## src/rtl/tsn_cmd_pkg.sv

```systemverilog
// Shared definitions for the command-bus arbiter: default widths, timeout
// and the two-state controller encoding.
package tsn_cmd_pkg;

  localparam int CMD_W           = 204;
  localparam int ACK_TIMEOUT_DEF = 255;

  typedef enum logic {
    IDLE     = 1'b0,
    WAIT_ACK = 1'b1
  } state_e;

endpackage

```

## src/rtl/cmd_bus_arbiter_rr_arb2.sv

```systemverilog
// Two-requester round-robin grant; ptr names the requester that wins a tie.
// No grant is issued while advance is low.
module rr_arb2 (
  input  logic [1:0] req,
  input  logic       ptr,
  input  logic       advance,
  output logic [1:0] grant
);

  // grant selection
  always_comb begin
    grant = 2'b00;
    if (advance) begin
      case (req)
        2'b01:   grant = 2'b01;
        2'b10:   grant = 2'b10;
        2'b11:   grant = ptr ? 2'b10 : 2'b01;
        default: grant = 2'b00;
      endcase
    end else begin
      grant = 2'b00;
    end
  end

endmodule

```

## src/rtl/cmd_bus_arbiter.sv

```systemverilog
// Arbitrates two requesters onto shared write/read command buses and routes
// the read acknowledge (or a timeout indication) back to the read's owner.
module cmd_bus_arbiter #(
  parameter int CMD_W       = tsn_cmd_pkg::CMD_W,
  parameter int ACK_TIMEOUT = tsn_cmd_pkg::ACK_TIMEOUT_DEF
) (
  input  logic             i_clk,
  input  logic             i_rst,
  input  logic [CMD_W-1:0] iv_cmd_0,
  input  logic [CMD_W-1:0] iv_cmd_1,
  input  logic             i_cmd_rd_0,
  input  logic             i_cmd_rd_1,
  input  logic             i_cmd_valid_0,
  input  logic             i_cmd_valid_1,
  output logic             o_cmd_ready_0,
  output logic             o_cmd_ready_1,
  output logic [CMD_W-1:0] ov_wr_command,
  output logic             o_wr_command_wr,
  output logic [CMD_W-1:0] ov_rd_command,
  output logic             o_rd_command_wr,
  input  logic [CMD_W-1:0] iv_rd_command_ack,
  input  logic             i_rd_command_ack_wr,
  output logic [CMD_W-1:0] ov_ack,
  output logic             o_ack_valid_0,
  output logic             o_ack_valid_1,
  output logic             o_ack_timeout
);
  import tsn_cmd_pkg::*;

  localparam logic [15:0] TO_LAST = 16'(ACK_TIMEOUT - 1);

  state_e           state_q, state_d;
  logic             ptr_q, ptr_d;
  logic             owner_q, owner_d;
  logic [15:0]      cnt_q, cnt_d;
  logic [CMD_W-1:0] wr_cmd_q, wr_cmd_d;
  logic             wr_stb_q, wr_stb_d;
  logic [CMD_W-1:0] rd_cmd_q, rd_cmd_d;
  logic             rd_stb_q, rd_stb_d;
  logic [CMD_W-1:0] ack_q, ack_d;
  logic             av0_q, av0_d;
  logic             av1_q, av1_d;
  logic             ato_q, ato_d;

  logic [1:0]       grant_s;
  logic             advance_s;
  logic [CMD_W-1:0] sel_cmd_s;
  logic             sel_rd_s;

  // Readies are granted only in IDLE and never while reset is held.
  assign advance_s = (state_q == IDLE) & ~i_rst;

  rr_arb2 u_rr_arb2 (
    .req     ({i_cmd_valid_1, i_cmd_valid_0}),
    .ptr     (ptr_q),
    .advance (advance_s),
    .grant   (grant_s)
  );

  assign o_cmd_ready_0 = grant_s[0];
  assign o_cmd_ready_1 = grant_s[1];
  assign sel_cmd_s     = grant_s[1] ? iv_cmd_1 : iv_cmd_0;
  assign sel_rd_s      = grant_s[1] ? i_cmd_rd_1 : i_cmd_rd_0;

  // next-state and output computation
  always_comb begin
    state_d  = state_q;
    ptr_d    = ptr_q;
    owner_d  = owner_q;
    cnt_d    = cnt_q;
    wr_cmd_d = wr_cmd_q;
    wr_stb_d = 1'b0;
    rd_cmd_d = rd_cmd_q;
    rd_stb_d = 1'b0;
    ack_d    = ack_q;
    av0_d    = 1'b0;
    av1_d    = 1'b0;
    ato_d    = 1'b0;
    case (state_q)
      IDLE: begin
        if (|grant_s) begin
          ptr_d = ~grant_s[1];
          if (sel_rd_s) begin
            rd_cmd_d = sel_cmd_s;
            rd_stb_d = 1'b1;
            owner_d  = grant_s[1];
            cnt_d    = 16'd0;
            state_d  = WAIT_ACK;
          end else begin
            wr_cmd_d = sel_cmd_s;
            wr_stb_d = 1'b1;
          end
        end else begin
          state_d = IDLE;
        end
      end
      WAIT_ACK: begin
        cnt_d = cnt_q + 16'd1;
        // An ack arriving in the expiry cycle wins over the timeout.
        if (i_rd_command_ack_wr) begin
          ack_d   = iv_rd_command_ack;
          av0_d   = ~owner_q;
          av1_d   = owner_q;
          state_d = IDLE;
        end else if (cnt_q == TO_LAST) begin
          ack_d   = '0;
          ato_d   = 1'b1;
          av0_d   = ~owner_q;
          av1_d   = owner_q;
          state_d = IDLE;
        end else begin
          state_d = WAIT_ACK;
        end
      end
      default: begin
        state_d = IDLE;
      end
    endcase
  end

  // state and output registers
  always_ff @(posedge i_clk) begin
    if (i_rst) begin
      state_q  <= IDLE;
      ptr_q    <= 1'b0;
      owner_q  <= 1'b0;
      cnt_q    <= 16'd0;
      wr_cmd_q <= '0;
      wr_stb_q <= 1'b0;
      rd_cmd_q <= '0;
      rd_stb_q <= 1'b0;
      ack_q    <= '0;
      av0_q    <= 1'b0;
      av1_q    <= 1'b0;
      ato_q    <= 1'b0;
    end else begin
      state_q  <= state_d;
      ptr_q    <= ptr_d;
      owner_q  <= owner_d;
      cnt_q    <= cnt_d;
      wr_cmd_q <= wr_cmd_d;
      wr_stb_q <= wr_stb_d;
      rd_cmd_q <= rd_cmd_d;
      rd_stb_q <= rd_stb_d;
      ack_q    <= ack_d;
      av0_q    <= av0_d;
      av1_q    <= av1_d;
      ato_q    <= ato_d;
    end
  end

  assign ov_wr_command   = wr_cmd_q;
  assign o_wr_command_wr = wr_stb_q;
  assign ov_rd_command   = rd_cmd_q;
  assign o_rd_command_wr = rd_stb_q;
  assign ov_ack          = ack_q;
  assign o_ack_valid_0   = av0_q;
  assign o_ack_valid_1   = av1_q;
  assign o_ack_timeout   = ato_q;

endmodule

```

## config.mk

```make
export PLATFORM = sky130hd
export DESIGN_NAME = cmd_bus_arbiter
export DESIGN_NICKNAME = d
export VERILOG_FILES = /design/src/rtl/tsn_cmd_pkg.sv /design/src/rtl/cmd_bus_arbiter_rr_arb2.sv /design/src/rtl/cmd_bus_arbiter.sv
export SDC_FILE = /design/constraint.sdc
export NUM_CORES = 1
export LEC_CHECK = 0
export CAP_MARGIN = 30
export CORE_AREA = 2 2 489 491
export DETAILED_ROUTE_END_ITERATION = 8
export DIE_AREA = 0 0 491 493
export PLACE_DENSITY = 0.37
export SYNTH_ARGS = -nofsm -noshare
export SYNTH_HDL_FRONTEND = slang
export SYNTH_SLANG_ARGS = --single-unit
```

## constraint.sdc

```tcl
create_clock -name i_clk -period 4 [get_ports i_clk]
set_input_delay 1 -clock i_clk [delete_from_list [all_inputs] [get_ports i_clk]]
set_output_delay 1 -clock i_clk [all_outputs]
set_load 0.01 [all_outputs]
```

[Word level (Yosys, flattened, before mapping)]
Cells that the tools add are included.
Word-level totals
  bits in registers: 636
Cells by class
  equal/unequal tests: 6
  add/sub/neg operators: 1
  reductions and logical operators: 11
  multiplexer cells: 21
  bitwise logic cells: 7
Operator list (number)
  2-to-1 mux 204 bit: 3
  2-to-1 mux 16 bit: 2
  one-hot mux 16 bit (2 select lines): 1
  adder 16 x 1 -> 16 bit, second input constant: 1
  equality test 16 x 8 -> 1 bit, second input constant: 1
  2-to-1 mux 1 bit: 11
  NOT 1 bit: 6
  one-hot mux 2 bit (3 select lines): 1
  AND reduction 2 bit: 3
  AND reduction 3 bit: 2
  OR reduction 2 bit: 3
  OR reduction 3 bit: 2
  equality test 2 bit, second input constant: 2
  2-to-1 mux 2 bit: 2
  equality test 2 x 1 -> 1 bit, second input constant: 1
  != test 2 x 1 -> 1 bit, second input constant: 1
  != test 2 bit, second input constant: 1
  one-hot mux 1 bit (2 select lines): 1
  nonzero test 2 bit: 1
  bitwise AND 1 bit: 1

[Depth between registers and ports, before layout]
Gate-level depths: netlist of run 1.
  word-level depth: 7
  mapped depth: 9
  depth with buffers taken out: 6

[Modules after synthesis]
A second synthesis of run 1 with hierarchy kept.
Second synthesis, totals
  cells, all modules: 2175
  area, all modules: 23726.5 µm²
Modules (own cells, without submodules)
  cmd_bus_arbiter: instances 1, cells each 2170, area an instance 23705.2 µm²
  rr_arb2: instances 1, cells each 5, area an instance 21.3 µm²

[Least setup slack after synthesis of run 1]
Ideal clock, no wire load.
  kind: input to output
  from: input port i_rst
  to: output port o_cmd_ready_1
  setup slack: 996 ps
  stages: 7
  buffers on the path: 4
  arrival time: 2004 ps
  cells stage by stage: buf_4 > nor2_2 > nand3_1 > buf_2 > buf_4 > buf_2 > inv_1
On the way
  longest elaborated chain between the ends: 3
RTL lines
  from (decl): RTL line cmd_bus_arbiter.sv:8  | input logic i_rst,
  NOT 1 bit: RTL line cmd_bus_arbiter.sv:51  | assign advance_s = (state_q == IDLE) & ~i_rst;
  bitwise AND 1 bit: RTL line cmd_bus_arbiter.sv:51
  2-to-1 mux 2 bit: RTL line cmd_bus_arbiter_rr_arb2.sv:13  | if (advance) begin
  to (decl): RTL line cmd_bus_arbiter.sv:16  | output logic o_cmd_ready_1,
No other way between the ends.

[Worst setup path after layout of run 1]
  from: input port i_cmd_valid_0
  to: output port o_cmd_ready_1
On the way
  longest elaborated chain between the ends: 3
  elaborated cells between the ends (all ways): 5
  those cells by class: eq/ne: 3; mux: 2
RTL lines
  from (decl): RTL line cmd_bus_arbiter.sv:13  | input logic i_cmd_valid_0,
  equality test 2 bit or equality test 2 x 1 -> 1 bit (tied branches): RTL line cmd_bus_arbiter_rr_arb2.sv:14  | case (req)
  one-hot mux 2 bit (3 select lines) *: RTL line cmd_bus_arbiter_rr_arb2.sv:14
  2-to-1 mux 2 bit *: RTL line cmd_bus_arbiter_rr_arb2.sv:13
Mark *: on every way between the ends. The rest lies on a longest branch, timed or not.

==> results of run 1 <==
worst max-delay path: stages:
cell             delay (ns)
clkdlybuf4s50_1        0.48
nand2b_1               0.21
nand3_4                0.17
inv_1                  0.08
clkdlybuf4s50_1        0.54
sequential cells by signal, summed over array words and instances (netlist names):
signal           cells
cnt_q               16
o_ack_timeout        1
o_ack_valid_0        1
o_ack_valid_1        1
o_rd_command_wr      1
o_wr_command_wr      1
ov_ack             204
ov_rd_command      204
ov_wr_command      204
owner_q              1
ptr_q                1
state_q              1
power breakdown:
part	switching, W	internal, W	total [W]	leakage (nW)
sequential	0.000379	0.00686	0.00724	5.20
combinational	0.00228	0.00213	0.00441	9.21
clock	0.00339	0.00472	0.00811	1.43
total	0.00605	0.0137	0.0198	15.8
path summary, 6_finish.rpt:
| path | endpoint | slack (ns) | start | cells past startpoint |
|---|---|---|---|---|
| worst max-delay path | o_cmd_ready_1 | 0.52 | i_cmd_valid_0 | 5 |
| worst min-delay path | ov_ack[1] | 0.48 | ov_ack[1] | 2 |
| worst min register to register | ov_ack[1] | 0.48 | ov_ack[1] | 2 |
| worst max register to register | ov_ack[52] | 1.41 | cnt_q[0] | 7 |
per-stage QoR:
stage	utilization (%)	std cells	hold WS, ns	total power (W)
after floorplan	-	2932	0.462	0.00904
after CTS	19.8	7275	0.482	0.0203
after detailed placement	18.5	7119	0.475	0.0119
final	19.8	7283	0.480	0.0198
after global placement	18.5	7119	0.465	0.0119
after global routing	19.8	7277	0.504	0.0207
layout by cell type, fill, tap and decap left out, types with 9 or more instances in the layout:
master / count
buf_4: 100
a211oi_1: 258
nand2_1: 420
o31ai_1: 208
nor3_1: 419
a211oi_2: 150
nor2_1: 9
buf_12: 30
o22a_1: 204
nand4_1: 9
mux2i_1: 204
clkbuf_16: 87
clkbuf_1: 21
clkbuf_8: 23
clkdlybuf4s50_1: 1235
clkinv_2: 9
dfxtp_1: 635
per-layer routing:
metal / track usage (%) / routed length, µm / vias up
li1: - / - / 13240
met1: 16.5 / 73100 / 13889
met2: 26.0 / 93000 / 1041
met3: 5.41 / 15700 / 162
met4: 3.39 / 3890 / 20
met5: 0 / 133 / -
final cells by class:
class / count / area, µm² / share of cell area [%]
multi-input cells: 1941 / 13400 / 28.7
clock inverters: 25 / 357 / 0.761
inverters: 8 / 37.5 / 0.0801
well taps: 3167 / 3960 / 8.46
flip-flops and latches: 636 / 12700 / 27.2
clock buffers: 131 / 2570 / 5.49
repair buffers: 1367 / 13700 / 29.3
diodes: 8 / 20.0 / 0.0427
cells by family after synthesis:
family	count (synthesis)	share of synthesized area, %
and+or+nand+nor	896	14.5
muxes	205	7.39
adders and majority gates	2	0.0900
DFF	636	45.8
buffers and inverters	355	5.97
AOI/OAI and AO/OA	835	26.2
xor gates and xnor gates	3	0.0946
==> flow_summary.ini, run 1 <==
[placed_design]
place_congestion = 0.821
port-buffer-count = 1237
pre_cts_slack_ns = 0.384
dp_hpwl_mm = 140
post_dp_cell_area_mm2 = 0.0439

[floorplan]
core_mm2 = 0.237
die_h_um = 493
dieArea_mm2 = 0.242
rows = 179
io_pins = 1238
die_x_um = 491
start_util_pct = 11.7

[cts]
cts_setup_buffers = 0
cts_tree = done
ctsResizeCount = 0
hold_buffers = 0
htree_levels = 3
cts_buffer_depth = 3
cts_sinks = 636
clockRootBuffer = clkbuf_16
numCtsBuffers = 86
clkTransAtPathRegs_ns = 0.05
clock_latency_ns = 0.72

[drt]
drc = 0
via_per_inst = 3.89
drtPass1Iterations = 5
initialDrtViolationCount = 1585
wl_per_cell_um = 25.5
vias = 28352
ant_nets = 0
wl_mm = 186

[finish]
final_cell_area_mm2 = 0.0469
areaGrowthSynthToFinish_pct = 68.7
drive_above_1_share_pct = 10.5
nets = 4661
n_fill_cell = 26188

[setup_path]
cp-end-kind = output pin
worstSetupPathType = input port to output pin
crit_fanout = 5
worstPathArrival_ns = 2.48
required_ns = 3.00
cp-start-kind = input port

[sta]
worst_clock_skew_ns = 0.0317
fin_setup_tns_ns = 0
max_freq_mhz = 287
setup_violations = 0
worst_pin_slew_ns = 1.15
period_needed_ns = 3.48
hold_violations = 0
slew_violations = 0
slew_headroom_pct = 23.2
rsz0062_at_grt = false
period_share_pct = 87.0
fin_ws_ns = 0.518

[yosys]
async_reset_ff_share_pct = 0
yosys.area.top_type = dfxtp_1
synth_area_mm2 = 0.0278
synthTopCellsByArea = dfxtp_1 (46%), nor3_1 (7.5%), mux2i_1 (7.3%)
synth_commonest_cells = dfxtp_1 (636), nand2_1 (421), nor3_1 (419), a211oi_1 (258), o31ai_1 (208)
avgSynthCellArea_um2 = 9.48
ys_ff_latch = 636
synth_top_area_share_pct = 45.8
synth_cell_types = 43
synth_ff_type = dfxtp_1
syn_inst = 2932
syn_nets = 3553
yosysMostFrequentCell = dfxtp_1
ys_seq_area_share_pct = 45.8
yosysWarnings = 0
synth_edf_count = 0

[run]
maxCapViolCount = 0

[worst_hold_path]
hp-class = flop to flop

[pwr]
power_density_mw_per_mm2 = 422
ir_worst_vdd_mv = 0.252
p_leak_nw = 15.8

[global_routing]
grt_use_total_pct = 14.7
antenna_found_initial = 22
grt_pass1_vias = 28971
grt_pass1_wl_mm = 252
grt_max_degree = 147
grt_overflow = 0

[run_status]
status = complete, no violations
(Power assumes the default switching activity.)
==> run 2: changes to the inputs <==
ABC_CLOCK_PERIOD_IN_PS = 3000   (was not set)
CORE_AREA = 2 2 478 480   (was 2 2 489 491)
DIE_AREA = 0 0 480 482   (was 0 0 491 493)
PLACE_DENSITY = 0.39   (was 0.37)
clock period = 3 ns   (was 4 ns; I/O delays follow)
==> run 2 against run 1 <==
Flip-flop and latch count stayed put. Final area is 2.7% higher. Total power is 37% higher. Sequential power is 33% higher. Clock skew is 0.023 ns higher. Count of clock-buffer cells in the layout is 3 lower. Sequential share of layout area is 0.71 points lower. Die area is 4.4% lower. Global-route usage is 0.12 points higher. Core utilization is 1.5 points higher. Combinational power is 39% higher. Critical endpoint unchanged. Largest cell class unchanged. Highest routed layer unchanged.
==> flow_summary.ini, run 2 (synthesis results as in run 1) <==
[cts]
clock_latency_ns = 0.72
hold_buffers = 0
clkTransAtPathRegs_ns = 0.05
cts_sinks = 636
cts_tree = done
cts_buffer_depth = 3
clockRootBuffer = clkbuf_16
htree_levels = 3
numCtsBuffers = 86

[finish]
nets = 4794
multiInputGateArea_mm2 = 0.0134
regArea_mm2 = 0.0127
drive_above_1_share_pct = 13.5
areaGrowthSynthToFinish_pct = 73.2
layout_common_cells = clkdlybuf4s50_1 (1231), dfxtp_1 (635), nand2_1 (420)
final_cell_area_mm2 = 0.0481
final_common_cell = clkdlybuf4s50_1
n_fill_cell = 24886

[global_routing]
grt_use_total_pct = 14.8
grt_pass1_wl_mm = 243
grt_pass1_vias = 29094
grt_max_degree = 159
grt_overflow = 0
antenna_found_initial = 9

[pwr]
p_switching_w = 0.00807
clockPowerShare_pct = 41.8
p_comb_share_pct = 22.6
power_density_mw_per_mm2 = 561
swShare_pct = 29.8
sequentialPowerShare_pct = 35.6
internal_power_w = 0.0190
ir_worst_vdd_mv = 0.385
p_leak_nw = 16.7

[sta]
rsz0062_at_grt = false
worst_clock_skew_ns = 0.0549
fin_ws_ns = 0.100
max_freq_mhz = 345
slew_violations = 0
worst_pin_slew_ns = 1.28
period_share_pct = 96.7
fin_setup_tns_ns = 0
setup_violations = 0
period_needed_ns = 2.90
slew_headroom_pct = 14.9
hold_violations = 0
hold-worst-slack_ns = 0.479

[setup_path]
cp-end-kind = output pin
required_ns = 2.25
cp-start-kind = input port
worstSetupPathType = input port to output pin
crit_fanout = 2
rrSetupSlack_ns = 0.59
worstPathArrival_ns = 2.15

[floorplan]
core_mm2 = 0.226
die_x_um = 480
rows = 175
die_h_um = 482
io_pins = 1238
dieArea_mm2 = 0.231
start_util_pct = 12.3

[drt]
initialDrtViolationCount = 1451
met3_length_mm = 16.0
dr_wl_met2_mm = 87.7
wl_mm = 180
drc = 0
drtPass1Iterations = 5
ant_nets = 0
highest_layer = met5
wl_met1_mm = 71.8
vias = 28612
via_per_inst = 3.94
wl_per_cell_um = 24.9

[worst_hold_path]
hp-class = flop to flop

[placed_design]
pre_cts_slack_ns = -0.321
port-buffer-count = 1237
place_congestion = 0.810
post_dp_cell_area_mm2 = 0.0450
dp_hpwl_mm = 142

[run_status]
status = complete, no violations

[run]
maxCapViolCount = 0
-- run 2: cell type report --
class / instances / share of cell area [%]
Timing Repair Buffer: 1500 / 31.3
Antenna cell: 2 / 0.0104
Sequential cell: 636 / 26.5
Clock inverter: 29 / 1.01
Inverter: 8 / 0.0728
Clock buffer: 128 / 5.39
Tap cell: 3009 / 7.82
Multi-Input combinational cell: 1941 / 27.9
-- run 2: what timing repair did --
| item | 4_1_cts | 5_1_grt |
|---|---|---|
| setup buffers | 0 | 0 |
| gates resized for setup | 3 | 0 |
| endpoints found under the setup margin | 3 | 0 |
-- run 2: power groups by stage --
stage	clock, W	sequential (W)	combinational (W)
after floorplan	0	0.00996	0.00209
after global placement	0	0.00979	0.00625
after detailed placement	0	0.00980	0.00625
after CTS	0.0117	0.00963	0.00627
after global routing	0.0120	0.00970	0.00654
final	0.0113	0.00961	0.00611
-- run 2: worst max-delay path, cell delays in order --
cell and delay (ns):
clkdlybuf4s50_1 0.45, nand2b_1 0.15, nand3_4 0.11, inv_1 0.13, clkdlybuf4s50_1 0.57
-- run 2: layer usage --
metal,track usage (%),vias to the layer above
met3,5.27,156
met4,4.51,6
met5,0,-
li1,-,13518
met1,16.8,13887
met2,25.7,1045
-- run 2: path summary, 6_finish.rpt --
kind	start	to	cells past startpoint
worst max-delay path	i_cmd_valid_0	o_cmd_ready_1	5
worst min-delay path	ov_ack[201]	ov_ack[201]	2
worst max register to register	state_q	ov_rd_command[7]	8
worst min register to register	ov_ack[201]	ov_ack[201]	2
-- run 2: stage by stage --
stage | util, % | instances | power (W)
6_report | 21.3 | 7253 | 0.0270
5_1_grt | 21.3 | 7253 | 0.0282
4_1_cts | 21.3 | 7251 | 0.0276
3_5_place_dp | 19.9 | 7094 | 0.0160
3_3_place_gp | 19.9 | 7094 | 0.0160
2_1_floorplan | - | 2932 | 0.0121
==> run 3: changes to the inputs <==
CORE_AREA = 3 3 479 481   (was 2 2 478 480)
CTS_CLUSTER_SIZE = 24   (was not set)
DIE_AREA = 0 0 482 484   (was 0 0 480 482)
MAX_ROUTING_LAYER = met4   (was not set)
==> run 3 against run 2 <==
Cell count is 0.81% lower. Critical path type unchanged. Combinational power is 1% lower. Non-clock buffer count is 59 lower. Flip-flop and latch count stayed put. Sequential power is 0.4% higher. Worst setup slack worse by 0.0099 ns. Hold slack hardly changed. Via count is 0.36% lower. Core utilization is 0.062 points lower. Largest power group unchanged.
==> flow_summary.ini, run 3 (synthesis results as in run 1) <==
[run_status]
status = complete, no violations

[floorplan]
dieArea_mm2 = 0.233
io_pins = 1238
die_h_um = 484
rows = 174
die_x_um = 482
start_util_pct = 12.3
core_mm2 = 0.225

[cts]
htree_levels = 3
numCtsBuffers = 87
cts_sinks = 636
clock_latency_ns = 0.72
clockRootBuffer = clkbuf_16
cts_setup_buffers = 0
cts_tree = done
clkTransAtPathRegs_ns = 0.06
cts_buffer_depth = 3

[drt]
wl_met1_mm = 75.0
dr_wl_met2_mm = 85.6
ant_nets = 0
via_per_inst = 3.96
wl_mm = 182
highest_layer = met4
drtPass1Iterations = 5
vias = 28509
drc = 0
initialDrtViolationCount = 1498
met3_length_mm = 16.0
wl_per_cell_um = 25.2

[sta]
worst_clock_skew_ns = 0.0535
hold_violations = 0
period_needed_ns = 2.91
fin_ws_ns = 0.0905
period_share_pct = 97.0
rsz0062_at_grt = false
max_freq_mhz = 344
slew_headroom_pct = 39.8
slew_violations = 0
fin_setup_tns_ns = 0
worst_pin_slew_ns = 0.904
setup_violations = 0

[setup_path]
crit_fanout = 4
cpPeakStageDelay_ns = 0.62
cp-start-kind = input port
worstSetupPathType = input port to output pin
worstPathCellList = clkdlybuf4s15_2 -> nand2_1 -> and3_1 -> clkdlybuf4s50_1
cp-end-kind = output pin
worstPathArrival_ns = 2.16
slowest_stage = clkdlybuf4s50_1
required_ns = 2.25

[placed_design]
place_congestion = 0.862
dp_hpwl_mm = 140
pre_cts_slack_ns = -0.547
port-buffer-count = 1237

[finish]
layout_common_cells = clkdlybuf4s50_1 (1232), dfxtp_1 (635), nand2_1 (420)
multiInputGateArea_mm2 = 0.0134
drive_above_1_share_pct = 12.2
n_fill_cell = 24712
nets = 4736
areaGrowthSynthToFinish_pct = 71.7
final_common_cell = clkdlybuf4s50_1
final_util_pct = 21.2
regArea_mm2 = 0.0127

[pwr]
ir_worst_vdd_mv = 0.354
power_density_mw_per_mm2 = 562
p_total_w = 0.0268
p_leak_nw = 16.4

[worst_hold_path]
hp-class = flop to flop

[global_routing]
grt_overflow = 0
grt_pass1_vias = 29078
grt_max_degree = 153
grt_pass1_wl_mm = 245
grt_use_total_pct = 15.2
antenna_found_initial = 19

[run]
maxCapViolCount = 0
## run 3: power breakdown
group	leakage, nW	switching [W]	internal [W]	total (W)
Clock	1.49	0.00445	0.00670	0.0111
Combinational	9.68	0.00306	0.00298	0.00604
Sequential	5.20	0.000505	0.00914	0.00965
## run 3: metal layers
metal	GRT usage (%)	vias to the layer above
li1	-	13405
met2	24.8	1032
met5	-	-
met4	4.04	0
met3	5.49	163
met1	17.5	13909
## run 3: path summary, 6_finish.rpt
| path | startpoint | endpoint | slack (ns) | depth (start not counted) |
|---|---|---|---|---|
| setup / recovery | i_cmd_valid_1 | o_cmd_ready_0 | 0.09 | 4 |
| hold / removal | ov_ack[196] | ov_ack[196] | 0.48 | 2 |
| setup reg to reg | state_q | ov_rd_command[61] | 0.66 | 7 |
| hold reg to reg | ov_ack[196] | ov_ack[196] | 0.48 | 2 |
## run 3: stage by stage
stage / instance area [µm²] / hold WS (ns) / std cells
after floorplan: 27800 / 0.462 / 2932
after global placement: 44600 / 0.466 / 7018
after detailed placement: 44600 / 0.475 / 7018
after CTS: 47700 / 0.483 / 7177
after global routing: 47700 / 0.501 / 7193
final: 47700 / 0.479 / 7194
## run 3: final cells by class
class                           count  area share, %
Clock buffer                      126           5.32
Multi-Input combinational cell   1941           28.2
Tap cell                         2992           7.85
Inverter                            8         0.0734
Timing Repair Buffer             1441           30.7
Antenna cell                       17         0.0892
Sequential cell                   636           26.7
Clock inverter                     33           1.09
## run 3: worst max-delay path, delay by kind of cell
| family | cells | cell delay, ns |
|---|---|---|
| simple gates | 2 | 0.43 |
| buf+inv | 2 | 0.97 |
## run 3: what timing repair did
action / in CTS / in global routing
setup endpoints to repair: 2 / 0
resized for setup: 3 / 0
hold buffers: 0 / 0
hold endpoints to repair: 0 / 0
